<file path="src/rtl/instruction_fetch.sv">
// Instruction fetch stage.
//
// Owns the architectural fetch PC and issues one word request at a time to
// instruction memory over a valid/ready handshake. The returned word is
// buffered and presented to decode together with its PC. Downstream redirects
// (taken branches/jumps) replace the fetch PC. A fetch that is still in flight
// when a redirect arrives is squashed when its response comes back.
// A misaligned redirect target parks the stage in a sticky fault state.
// Only reset leaves that state.
//
// Ports:
//   clk, rst          clock; synchronous active-high reset
//   redirect_en       redirect strobe, overrides sequential fetch
//   redirect_target   new fetch PC when redirect_en is high
//   imem_req_valid    request valid to instruction memory
//   imem_req_ready    memory accepts the request
//   imem_req_addr     word address of the request
//   imem_rsp_valid    response strobe, one per accepted request
//   imem_rsp_data     returned instruction word
//   inst_valid        buffered instruction available to decode
//   inst_ready        decode accepts the instruction
//   inst_data         buffered instruction word
//   inst_pc           PC of inst_data
//   inst_pc_plus4     inst_pc + 4, fed back as the sequential next PC
//   fetch_fault       sticky misaligned-redirect fault
module instruction_fetch #(
  parameter logic [31:0] RESET_PC = 32'h0000_0000
) (
  input  logic        clk,
  input  logic        rst,
  input  logic        redirect_en,
  input  logic [31:0] redirect_target,
  output logic        imem_req_valid,
  input  logic        imem_req_ready,
  output logic [31:0] imem_req_addr,
  input  logic        imem_rsp_valid,
  input  logic [31:0] imem_rsp_data,
  output logic        inst_valid,
  input  logic        inst_ready,
  output logic [31:0] inst_data,
  output logic [31:0] inst_pc,
  output logic [31:0] inst_pc_plus4,
  output logic        fetch_fault
);

  typedef enum logic [1:0] {
    StReq,
    StWait,
    StHold,
    StFault
  } state_e;

  state_e      state_q, state_d;
  logic [31:0] pc_q, pc_d;
  logic [31:0] inflight_pc_q, inflight_pc_d;
  logic        squash_q, squash_d;
  logic [31:0] inst_data_q, inst_data_d;
  logic [31:0] inst_pc_q, inst_pc_d;

  logic redirect_bad;
  assign redirect_bad = redirect_en && (redirect_target[1:0] != 2'b00);

  always_comb begin
    state_d       = state_q;
    pc_d          = pc_q;
    inflight_pc_d = inflight_pc_q;
    squash_d      = squash_q;
    inst_data_d   = inst_data_q;
    inst_pc_d     = inst_pc_q;

    unique case (state_q)
      StReq: begin
        if (redirect_en) begin
          pc_d = redirect_target;
          if (redirect_bad) begin
            state_d = StFault;
          end else if (imem_req_ready) begin
            // Memory took the old address; its response must be discarded.
            inflight_pc_d = pc_q;
            squash_d      = 1'b1;
            state_d       = StWait;
          end
        end else if (imem_req_ready) begin
          inflight_pc_d = pc_q;
          pc_d          = pc_q + 32'd4;
          state_d       = StWait;
        end
      end

      StWait: begin
        if (redirect_en) begin
          pc_d = redirect_target;
          if (redirect_bad) begin
            state_d = StFault;
          end else if (imem_rsp_valid) begin
            squash_d = 1'b0;
            state_d  = StReq;
          end else begin
            squash_d = 1'b1;
          end
        end else if (imem_rsp_valid) begin
          if (squash_q) begin
            squash_d = 1'b0;
            state_d  = StReq;
          end else begin
            inst_data_d = imem_rsp_data;
            inst_pc_d   = inflight_pc_q;
            state_d     = StHold;
          end
        end
      end

      StHold: begin
        if (redirect_en) begin
          pc_d    = redirect_target;
          state_d = redirect_bad ? StFault : StReq;
        end else if (inst_ready) begin
          state_d = StReq;
        end
      end

      StFault: begin
        if (redirect_en) begin
          pc_d = redirect_target;
        end
      end

      default: state_d = StReq;
    endcase
  end

  always_ff @(posedge clk) begin
    if (rst) begin
      state_q       <= StReq;
      pc_q          <= RESET_PC;
      inflight_pc_q <= 32'h0;
      squash_q      <= 1'b0;
      inst_data_q   <= 32'h0;
      inst_pc_q     <= 32'h0;
    end else begin
      state_q       <= state_d;
      pc_q          <= pc_d;
      inflight_pc_q <= inflight_pc_d;
      squash_q      <= squash_d;
      inst_data_q   <= inst_data_d;
      inst_pc_q     <= inst_pc_d;
    end
  end

  // Valids are masked while reset is asserted so nothing leaks out of an
  // unknown pre-reset state.
  assign imem_req_valid = (state_q == StReq) && !rst;
  assign imem_req_addr  = pc_q;
  assign inst_valid     = (state_q == StHold) && !rst;
  assign inst_data      = inst_data_q;
  assign inst_pc        = inst_pc_q;
  assign inst_pc_plus4  = rst ? 32'd4 : inst_pc_q + 32'd4;
  assign fetch_fault    = (state_q == StFault) && !rst;

endmodule

</file>
<file path="config.mk">
export PLATFORM = sky130hd
export DESIGN_NAME = instruction_fetch
export DESIGN_NICKNAME = d
export VERILOG_FILES = /design/src/rtl/instruction_fetch.sv
export SDC_FILE = /design/constraint.sdc
export NUM_CORES = 1
export LEC_CHECK = 0
export CAP_MARGIN = 20
export CELL_PAD_IN_SITES_DETAIL_PLACEMENT = 2
export CELL_PAD_IN_SITES_GLOBAL_PLACEMENT = 2
export CORE_MARGIN = 2
export CORE_UTILIZATION = 28
export CTS_BUF_LIST = sky130_fd_sc_hd__clkbuf_4 sky130_fd_sc_hd__clkbuf_8
export DETAILED_ROUTE_END_ITERATION = 8
export GPL_ROUTABILITY_DRIVEN = 1
export HOLD_SLACK_MARGIN = 0.02
export PLACE_DENSITY = 0.9
export SETUP_SLACK_MARGIN = 0.3
export SYNTH_ARGS = -nofsm -noshare
export SYNTH_HDL_FRONTEND = slang
export SYNTH_SLANG_ARGS = --single-unit
export TNS_END_PERCENT = 10
</file>
<file path="constraint.sdc">
create_clock -name clk -period 4.1 [get_ports clk]
set_input_delay 0.82 -clock clk [delete_from_list [all_inputs] [get_ports clk]]
set_output_delay 0.82 -clock clk [all_outputs]
set_load 0.02 [all_outputs]
</file>
# ---- After elaboration in Yosys (flattened, before gate mapping)
# Cells that the tools add are included.
# Widths: inputs -> output; s select.
dict set report classes {
  mux 28
  n_reduce_logical 15
  bitwise_logic 2
  add_sub_neg 2
  eq_ne 13
}
# op count
set op_table {}
lappend op_table {{$mux 32} 7}
lappend op_table {{$add 32x3->32 const B} 2}
lappend op_table {{$pmux 32 s2} 1}
lappend op_table {{$mux 2} 11}
lappend op_table {{$ne 3x3->1 const B} 5}
lappend op_table {{$ne 2x2->1 const B} 4}
lappend op_table {{$reduce_and 4->1} 2}
lappend op_table {{$mux 1} 7}
lappend op_table {{$pmux 2 s3} 1}
lappend op_table {{$reduce_and 6->1} 1}
lappend op_table {{$eq 2x2->1 const B} 2}
lappend op_table {{$logic_and 1x1->1} 4}
lappend op_table {{$reduce_and 2->1} 2}
lappend op_table {{$reduce_bool 2->1} 2}
lappend op_table {{$reduce_bool 3->1} 1}
lappend op_table {{$reduce_or 3->1} 1}
lappend op_table {{$eq 2x1->1 const B} 1}
lappend op_table {{$logic_not 2->1} 1}
lappend op_table {{$ne 2x1->1 const B} 1}
lappend op_table {{$not 1->1} 2}
lappend op_table {{$pmux 1 s2} 1}
lappend op_table {{$logic_not 1->1} 1}
dict set report word_totals {
  output_inout_bits 131
  wordCells 66
  input_bits 70
  register_bits 131
}

# ---- Longest topological paths before layout
dict set report logic_depth {
  ltp_word 5
  mapped_depth 9
  ltp_nobuf 6
}

# ---- Worst setup path before layout
# Ideal clock, no wire load.
dict set report synth_timing {
  path_kind {reg-to-output}
  from {reg inst_pc_q[2] (netlist: inst_pc[2])}
  to {out inst_pc_plus4[30]}
  slack_ns 1.013
  path_stages_with_launch 8
  required_ns 3.280
  t_arrival_ns 2.267
  n_path_buf 2
  cell_sequence {dfxtp_1 ha_1 nand3_1 or2_0 clkbuf_1 buf_2 or4_1 a21oi_1}
}
dict set report synth_between {
  elab_chain_len 2
}
# element line_no
set synth_rtl {}
lappend synth_rtl {{from (decl)} 58} ;# logic [31:0] inst_pc_q, inst_pc_d;
lappend synth_rtl {{from (signal assigned)} 146} ;# inst_pc_q <= inst_pc_d;
lappend synth_rtl {{$add 32x3->32} 157} ;# assign inst_pc_plus4 = rst ? 32'd4 : inst_pc_q + 32'd4;
lappend synth_rtl {{$mux 32} 157}
lappend synth_rtl {{to (decl)} 42} ;# output logic [31:0] inst_pc_plus4,
# No other way between the ends.

# ---- Worst setup path after layout
dict set report layout_timing {
  from {reg inst_pc_q[10] (netlist: inst_pc[10])}
  to {out inst_pc_plus4[25]}
}
# Same word-level chain as after synthesis.

==> flow_metrics.env <==
export IMPL_status="finished clean"
export IMPL_layout_commonest_cell="nand2_1"
export IMPL_firstDrtPassIters=4
export IMPL_setup_tns_ns=0
export IMPL_hpwl_um=18000
export IMPL_path_clk_slew_ns=0.08
export IMPL_worst_slack_ns=0.390
export IMPL_fillers=2559
export IMPL_p_leak_nw=2.87
export IMPL_overflow=0
export IMPL_cts_root_buffer="clkbuf_8"
export IMPL_critical_path_arrival_ns=2.89
export IMPL_htreeDepth=4
export IMPL_area_delta_synth_final_pct=40.9
export IMPL_dp_cells=1292
export IMPL_syn_inst=857
export IMPL_criticalPathCategory="reg2out"
export IMPL_dieArea_mm2=0.0242
export IMPL_rows=55
export IMPL_wl_per_cell_um=18.8
export IMPL_grt_pass1_wl_um=40200
export IMPL_cts_tree="done"
export IMPL_max_slew_worst_pin_slew_ns=0.800
export IMPL_crit_path_start_kind="register"
export IMPL_antenna_found_initial=0
export IMPL_start_util=0.285
export IMPL_yosys_top_cells_area="dfxtp_1 41%, nand2_1 12%, a21oi_1 9.7%"
export IMPL_endpoint_kind="output pin"
export IMPL_drc_errors=0
export IMPL_globalplace_congestion=0.796
export IMPL_slew_headroom=0.461
export IMPL_setup_viol=0
export IMPL_layout_drive_gt1_share=0.0587
export IMPL_vias=6993
export IMPL_clock_skew_ns=0.0126
export IMPL_numCtsBuffers=17
export IMPL_fmax_mhz=270
export IMPL_drv_slew=0
export IMPL_max_vdd_ir_drop_uv=214
export IMPL_preCtsSetupSlack_ns=0.601
export IMPL_avgSynthCellArea_um2=7.50
export IMPL_layout_common_cells="212 x nand2_1, 198 x clkdlybuf4s50_1, 131 x dfxtp_1, 125 x a21oi_1, 42 x nor2_1"
export IMPL_stdcell_count=1324
export IMPL_clk_latency_ns=0.45
export IMPL_post_route_period_util=0.905
export IMPL_drt_iter0_markers=307
export IMPL_p_per_area_mw_per_mm2=372
export IMPL_synth_top_cell_area_share=0.408
export IMPL_grt_pass1_vias=7348
export IMPL_ys_seq_area_frac=0.408
export IMPL_grt_max_degree=65
export IMPL_numPortBuffers=200
export IMPL_rsz0062_at_grt="yes"
export IMPL_ant_nets=0
export IMPL_synth_area_leader_cell="dfxtp_1"
export IMPL_synth_top_flop_cell="dfxtp_1"
export IMPL_die_h_um=156
export IMPL_synth_seq_cells=131
export IMPL_hold_ws_ns=0.449
export IMPL_wl_um=24900
export IMPL_hold_viol_final=0
export IMPL_synth_nets=934
export IMPL_finalPower_mw=3.37
export IMPL_io_pins=201
export IMPL_syn_area_mm2=0.00643
export IMPL_core_mm2=0.0226
export IMPL_cts_sinks=131
export IMPL_chipWidth_um=156
export IMPL_critPathMaxFanout=32
export IMPL_gr_usage_all_layers=0.207
export IMPL_nets=1103
export IMPL_synth_edf_count=0
export IMPL_viasPerCell=5.28
export IMPL_yosysUniqueCellTypes=60
export IMPL_min_path_type="reg2reg"
export IMPL_maxCapViolations=0
export IMPL_clockBufferDepth=2
export IMPL_synthArstFlopShare=0
export IMPL_min_period_ns=3.71
export IMPL_crit_required_ns=3.28
export IMPL_ys_warn_count=0
export IMPL_antenna_cells=0
## logic make-up after synthesis
logic type	after synthesis	synth area share
AND/OR/NAND/NOR	413	0.311
AO/OA/AOI/OAI	202	0.190
flip-flops	131	0.408
buffers and inverters	84	0.0496
XOR/XNOR	17	0.0232
adder cells (fa/ha/maj)	7	0.0136
multiplexers	3	0.00467
## through the flow
step                cell area (um2)  utilization
floorplan                      6430            -
global placement               8650        0.383
detailed placement             8650        0.383
CTS                            9050        0.401
global route                   9060        0.401
finish                         9060        0.401
## synthesized netlist by cell type, types with 8 or more instances
cell type,instances
a211oi_1,8
a21oi_1,125
a311oi_1,11
clkbuf_1,61
dfxtp_1,131
inv_1,19
nand2_1,212
nand3_1,23
nand4_1,24
nor2_1,42
nor2b_1,8
nor3_1,12
nor4_1,8
o21ai_0,9
o31ai_1,23
or3_1,12
or4_1,26
xnor2_1,11
## critical path, cell delays in order (launching register included)
cell	delay [ns]
dfxtp_1	0.46
and4_1	0.28
nand4_1	0.10
buf_4	0.24
or4_1	0.54
a21oi_1	0.19
clkdlybuf4s50_1	0.63
## final cells by class
class / instances / area, um2 / share of cell area
repair buffers: 214 / 2110 / 0.233
clock buffers: 19 / 262 / 0.0289
multi-input cells: 642 / 3500 / 0.386
clock inverters: 13 / 135 / 0.0149
flip-flops and latches: 131 / 2620 / 0.290
well taps: 285 / 357 / 0.0394
inverters: 20 / 75.1 / 0.00829
## routing by layer
metal | vias to the layer above | global-route usage | part of all wire
met1 | 3432 | 0.264 | 0.45
met2 | 170 | 0.351 | 0.50
met5 | - | 0 | 0
met3 | 32 | 0.0429 | 0.039
li1 | 3359 | - | -
met4 | 0 | 0.0616 | 0.017
## report_power, final
group / internal (mW) / total, mW / switching (mW)
clock: 0.568 / 1.11 / 0.537
sequential: 1.35 / 1.46 / 0.100
combinational: 0.318 / 0.806 / 0.487
## worst paths after layout
check | end | cells after the start | slack, ns | start
max | inst_pc_plus4[25] | 6 | 0.39 | inst_pc[10]$_SDFFE_PP0P_
min | inst_pc[1]$_SDFFE_PP0P_ | 2 | 0.45 | inflight_pc_q[1]$_SDFFE_PP0P_
max reg2reg | imem_req_addr[17]$_SDFFE_PP0P_ | 6 | 1.48 | state_q[1]$_SDFFE_PP0P_
min reg2reg | inst_pc[1]$_SDFFE_PP0P_ | 2 | 0.45 | inflight_pc_q[1]$_SDFFE_PP0P_
## state kept, by name, summed over array words and instances (netlist names)
name	flops
imem_req_addr	32
inflight_pc_q	32
inst_data	32
inst_pc	32
squash_q	1
state_q	2
## timing repair
action / in CTS / in global routing
setup endpoints to repair: 16 / 16
setup buffers: 0 / 0
hold buffers: 0 / 0
gates resized for setup: 4 / 3
Power figures use the tool's default switching activity.
==> patch 1 (same settings) <==
The 4 states of `state_e` get a one-hot encoding in 4 bits.
--- a/src/rtl/instruction_fetch.sv
+++ b/src/rtl/instruction_fetch.sv
@@ -43,11 +43,11 @@
   output logic        fetch_fault
 );
 
-  typedef enum logic [1:0] {
-    StReq,
-    StWait,
-    StHold,
-    StFault
+  typedef enum logic [3:0] {
+    StReq   = 4'b0001,
+    StWait  = 4'b0010,
+    StHold  = 4'b0100,
+    StFault = 4'b1000
   } state_e;
 
   state_e      state_q, state_d;
Formal check against the unedited RTL: same outputs for any inputs over 4 cycles, from zero or initial values and one cycle with rst high; so few cycles prove little.
==> patch 1 against the original RTL <==
  * Wire length rose by 7.0%
  * Synthesized area increased by 0.74%
  * Register-to-register slack lost 180 ps
  * Setup slack got worse by 54 ps
  * Clock skew grew 3.1 ps
  * Sequential cell count grew 2
  * Power decreased by 7.7%
  * Combinational power fell by 32%
  * Final area up 0.36%
  * Highest routed layer unchanged
==> patch 1: results (changes against the original RTL) <==
stage,metric,value,unit,change
critical_path,r2r worst-path depth,6,,unchanged
critical_path,Crit Reg-Reg Startpoint,state_q[1],,
critical_path,crit path to,inst_pc_plus4[31],,
final_layout,NumNets Final,1108,,+0.45%
cts,CTS H-Tree Depth,4,,unchanged
drt,WL met2,13.4,mm,+8.3%
drt,Top Metal Used,met4,,
placement,count of buffers from port buffering,200,,unchanged
cts,CTS buffer count,17,,unchanged
placement,detailed placement HPWL,18.7,mm,+3.9%
logic_synthesis,xor/xnor share of the synthesized area,3.25,%,+0.93 points
critical_path,Crit Path Max Fanout,7,,-78%
pwr,Sw Pwr,0.953,mW,-15%
timing,Final Skew,15.7,ps,+3.10 ps
critical_path,R2R Setup Slk,1300,ps,-180 ps
critical_path,"Slowest-stage cell, CP",clkdlybuf4s50_1,,
grt,initial antenna violation count,0,,unchanged
cts,Clock Latency Late Sink,460,ps,
drt,met1 WL,11.7,mm,+4.6%
pwr,Static Leak,2.89,nW,+0.70%
drt,1st-pass router iterations,4,,unchanged
pwr,Max IR drop VDD,0.000128,V,-40%
drt,Vias,7059,,+0.94%
logic_synthesis,most frequent cells after synthesis,"221 x nand2_1, 133 x dfxtp_1, 127 x a21oi_1",,
critical_path,FF-to-FF End,inst_data[8],,
logic_synthesis,largest cells by area after synthesis,"dfxtp_1 41%, nand2_1 13%, a21oi_1 9.8%",,
logic_synthesis,sequential fraction of the synthesis area,41.1,%,+0.32 points
cts,clock buffer depth,2,,unchanged
logic_synthesis,"Top FF cell, synth",dfxtp_1,,
grt,largest net degree at the start of global routing,81,,+25%
timing,Worst Max-Slew Pin Slew,880,ps,+80.2 ps
drt,Iter 0 DRT Violations,325,,+5.9%
drt,DR WL met3,976,microns,+0.21%
critical_path,CP max stage delay,620,ps,
critical_path,CP arrival,2940,ps,+50 ps
logic_synthesis,Syn. warnings,0,,unchanged
logic_synthesis,mux contribution to synthesized area,0.309,%,-0.16 points
final_layout,layout cells sized above 1,7.05,%,+1.2 points
critical_path,Crit. Startpoint,inst_pc[17],,
min_path,hold crit path type,reg2reg,,
grt,number of global-route vias before repair,7477,,+1.8%
run_status,status,"complete, no violations",,
logic_synthesis,Post-Syn Nets,929,,-0.54%
placement,global placer's final weighted congestion,0.795,,-0.16%
final_layout,Inserted Diodes,0,,unchanged
critical_path,Top delay family on crit path,simple AND/OR/NAND/NOR gates,,
logic_synthesis,post-synthesis adder-cell area fraction,0.386,%,-0.98 points
grt,gr usage total,21.6,%,+0.90 points
grt,first-pass GRT wire length,41.3,mm,+2.8%
logic_synthesis,compound-gate portion of the synthesized area,19.2,%,+0.21 points
critical_path,critical path launch point type,register,,
drt,Routed WL per cell,20.0,microns,+6.2%
cts,clk root buf,clkbuf_8,,
logic_synthesis,Synth cell types,57,,-5.0%
-- patch 1: layout make-up --
type / count / area (sq um)
fill: 2570 / 13600
multi-input combinational: 655 / 3480
sequential: 133 / 2660
timing repair buffer: 221 / 2180
tap: 285 / 357
clock buffer: 21 / 270
clock inverter: 11 / 109
inverter: 8 / 30.0
-- patch 1: routing by layer --
layer  up-vias  GRT usage, %
li1       3348             -
met1      3493          27.4
met2       178          37.5
met3        40          3.00
met4         0          7.30
met5         -             0
-- patch 1: cell families (layout without fill, tap and decap cells) --
group,after synthesis,after routing
muxes,2,2
and+or+nand+nor,408,408
xor gates and xnor gates,24,24
DFF,133,133
buffers and inverters,69,261
AOI/OAI and AO/OA,219,219
adders and majority gates,2,2
-- patch 1: what timing repair did --
item	in CTS	in global routing
resized for setup	0	4
buffers inserted	1	5
setup endpoints to repair	3	11
pin swaps	1	2
-- patch 1: power groups by stage --
stage          clock network (mW)  registers (mW)  logic (mW)
2_1_floorplan                   0            1.49       0.281
3_3_place_gp                    0            1.49       0.519
5_1_grt                      1.18            1.48       0.596
3_5_place_dp                    0            1.49       0.537
4_1_cts                      1.12            1.47       0.546
6_report                     1.09            1.47       0.548
-- patch 1: stage by stage --
| stage | instances | worst slack [ps] | power, mW | area, sq um | util, % |
|---|---|---|---|---|---|
| 2_1_floorplan | 857 | 1340 | 1.77 | 6470 | - |
| 6_report | 1334 | 336 | 3.11 | 9090 | 40.1 |
| 4_1_cts | 1328 | 302 | 3.13 | 9000 | 39.8 |
| 3_5_place_dp | 1295 | 680 | 2.03 | 8620 | 38.1 |
| 5_1_grt | 1334 | 170 | 3.26 | 9090 | 40.1 |
| 3_3_place_gp | 1295 | 818 | 2.01 | 8620 | 38.1 |
-- patch 1: worst min path at each step --
| stage | slack [ps] | from | to | cells after the start |
|---|---|---|---|---|
| 3_3_place_gp | 440 | inst_data[5] | inst_data[5] | 2 |
| 6_report | 460 | inflight_pc_q[5] | inst_pc[5] | 2 |
| 4_1_cts | 460 | inflight_pc_q[14] | inflight_pc_q[14] | 2 |
| 5_1_grt | 480 | inst_data[9] | inst_data[9] | 2 |
| 2_1_floorplan | 430 | inflight_pc_q[0] | inst_pc[0] | 2 |
| 3_5_place_dp | 450 | inflight_pc_q[14] | inflight_pc_q[14] | 2 |
-- patch 1: worst min-delay path: cells and delay by family, from the launching register on --
kind             cells  cell delay [ps]
AO/OA/AOI/OAI        1               50
flip-flops           1              310
AND/OR/NAND/NOR      1               50
==> patch 2 (same flow settings) <==
Without the edit above. Add an input register stage for `redirect_target`, without a reset; this delays it by one clock. The other inputs are not delayed to match.
--- a/src/rtl/instruction_fetch.sv
+++ b/src/rtl/instruction_fetch.sv
@@ -50,6 +50,12 @@
     StFault
   } state_e;
 
+  logic [31:0] redirect_target_q;
+
+  always_ff @(posedge clk) begin
+    redirect_target_q <= redirect_target;
+  end
+
   state_e      state_q, state_d;
   logic [31:0] pc_q, pc_d;
   logic [31:0] inflight_pc_q, inflight_pc_d;
@@ -58,7 +64,7 @@
   logic [31:0] inst_pc_q, inst_pc_d;
 
   logic redirect_bad;
-  assign redirect_bad = redirect_en && (redirect_target[1:0] != 2'b00);
+  assign redirect_bad = redirect_en && (redirect_target_q[1:0] != 2'b00);
 
   always_comb begin
     state_d       = state_q;
@@ -71,7 +77,7 @@
     unique case (state_q)
       StReq: begin
         if (redirect_en) begin
-          pc_d = redirect_target;
+          pc_d = redirect_target_q;
           if (redirect_bad) begin
             state_d = StFault;
           end else if (imem_req_ready) begin
@@ -89,7 +95,7 @@
 
       StWait: begin
         if (redirect_en) begin
-          pc_d = redirect_target;
+          pc_d = redirect_target_q;
           if (redirect_bad) begin
             state_d = StFault;
           end else if (imem_rsp_valid) begin
@@ -112,7 +118,7 @@
 
       StHold: begin
         if (redirect_en) begin
-          pc_d    = redirect_target;
+          pc_d    = redirect_target_q;
           state_d = redirect_bad ? StFault : StReq;
         end else if (inst_ready) begin
           state_d = StReq;
@@ -121,7 +127,7 @@
 
       StFault: begin
         if (redirect_en) begin
-          pc_d = redirect_target;
+          pc_d = redirect_target_q;
         end
       end
 
Function: changed (a bounded check fails within 4 cycles, from zero or initial values and one cycle with rst high).
==> patch 2 against the original RTL <==
  * Power is 13% higher
  * Final area up 8.5%
  * Sequential cell count grew 32
  * Clock power up 11%
  * Synthesized area rose by 11%
  * Sequential share of layout area up 4.3 points
  * Setup slack lost 27 ps
  * Combinational power about the same
  * Wire length is 5.4% higher
==> patch 2: results (changes against the original RTL) <==
stage,metric,value,unit,change
run_status,status,"complete, no violations",,
critical_path,FF-to-FF End,imem_req_addr[20],,
logic_synthesis,Syn. warnings,0,,unchanged
timing,Final Skew,9.83,ps,-2.82 ps
final_layout,layout cells sized above 1,6.75,%,+0.88 points
cts,clk root buf,clkbuf_8,,
critical_path,R2R Setup Slk,1390,ps,-90 ps
placement,global placer's final weighted congestion,0.771,,-3.1%
timing,Slew headroom,53.4,%,+7.3 points
drt,DR WL met3,974,microns,unchanged
critical_path,r2r worst-path depth,5,,-1
drt,met1 WL,12.1,mm,+8.2%
grt,largest net degree at the start of global routing,49,,-25%
placement,detailed placement HPWL,19.0,mm,+5.6%
critical_path,"Slowest-stage cell, CP",clkdlybuf4s50_1,,
critical_path,Crit Path Max Fanout,14,,-56%
final_layout,NumNets Final,1130,,+2.4%
placement,DP Area,9380,sq um,+8.4%
cts,Clock Latency Late Sink,470,ps,+20 ps
drt,via/cell ratio,5.10,,-3.5%
critical_path,CP arrival,2920,ps,+30 ps
logic_synthesis,"FFs w/ async S/R, synth",0,%,unchanged
grt,gr usage total,19.9,%,-0.73 points
final_layout,# fillers,2804,,+9.6%
drt,WL met2,12.6,mm,+2.3%
logic_synthesis,most frequent cells after synthesis,"218 x nand2_1, 163 x dfxtp_1, 112 x a21oi_1",,
grt,number of global-route vias before repair,7460,,+1.5%
pwr,Max IR drop VDD,0.000218,V,+1.7%
pwr,Static Leak,3.25,nW,+13%
grt,first-pass GRT wire length,42.0,mm,+4.5%
critical_path,CP max stage delay,540,ps,-90 ps
cts,clock slew at reported path FFs,100,ps,+20 ps
critical_path,Top delay family on crit path,buffers and inverters,,
drt,Iter 0 DRT Violations,323,,+5.2%
critical_path,Crit Reg-Reg Startpoint,state_q[0],,
drt,Routed WL,26.3,mm,+5.4%
logic_synthesis,Synth cell types,61,,+1.7%
logic_synthesis,"Top FF cell, synth",dfxtp_1,,
logic_synthesis,Post-Syn Nets,957,,+2.5%
cts,CTS H-Tree Depth,4,,unchanged
logic_synthesis,largest cells by area after synthesis,"dfxtp_1 46%, nand2_1 12%, a21oi_1 7.9%",,
logic_synthesis,sequential fraction of the synthesis area,45.9,%,+5.1 points
drt,1st-pass router iterations,4,,unchanged
==> patch 2: cell type report <==
class | instances | area [sq um] | share of cell area [%]
timing repair buffer | 217 | 2150 | 21.9
inverter | 10 | 37.5 | 0.382
clock buffer | 17 | 234 | 2.38
multi-input combinational | 644 | 3560 | 36.2
clock inverter | 15 | 171 | 1.74
sequential | 163 | 3270 | 33.2
tap | 330 | 413 | 4.20
==> patch 2: layer usage <==
metal	up-vias	GRT usage, %
li1	3450	-
met1	3479	26.2
met2	147	33.0
met3	37	3.66
met4	0	6.32
met5	-	0
==> patch 2: worst max-delay path by stage <==
stage / startpoint / end / cells after the start
after detailed placement: inst_pc[2] / inst_pc_plus4[26] / 6
after global routing: inst_pc[2] / inst_pc_plus4[30] / 7
after global placement: inst_pc[2] / inst_pc_plus4[28] / 6
final: inst_pc[2] / inst_pc_plus4[30] / 7
after floorplan: inst_pc[2] / inst_pc_plus4[20] / 6
after CTS: inst_pc[3] / inst_pc_plus4[28] / 7
==> patch 2: power breakdown <==
part           internal (mW)  leakage, nW  total, mW  switching, mW
sequential              1.68         1.34       1.78          0.102
combinational          0.321         1.70      0.806          0.485
clock                  0.559        0.209       1.23          0.669
==> patch 2: stage by stage <==
step / hold WS [ps] / std cells / worst slack (ps)
after floorplan: 426 / 880 / 1160
after detailed placement: 447 / 1362 / 260
after global routing: 485 / 1396 / 149
after CTS: 454 / 1395 / 137
after global placement: 441 / 1362 / 382
final: 459 / 1396 / 363
==> patch 2: repair_timing <==
item	CTS	global route
setup buffers	1	0
gates resized for setup	2	3
pin swaps	1	0
hold buffers	0	0
endpoints found under the setup margin	8	14
==> patch 2: logic make-up after synthesis <==
group | share of synthesized area (%)
simple gates | 28.8
flops | 45.9
compound gates | 16.4
xor+xnor | 2.22
buf+inv | 4.17
mux | 1.21
fa+ha+maj | 1.23
==> patch 2: tightest hold or removal path, stage by stage (launching register included) <==
cell     delay (ps)
dfxtp_1         330
nand2_1          60
a21oi_1          50
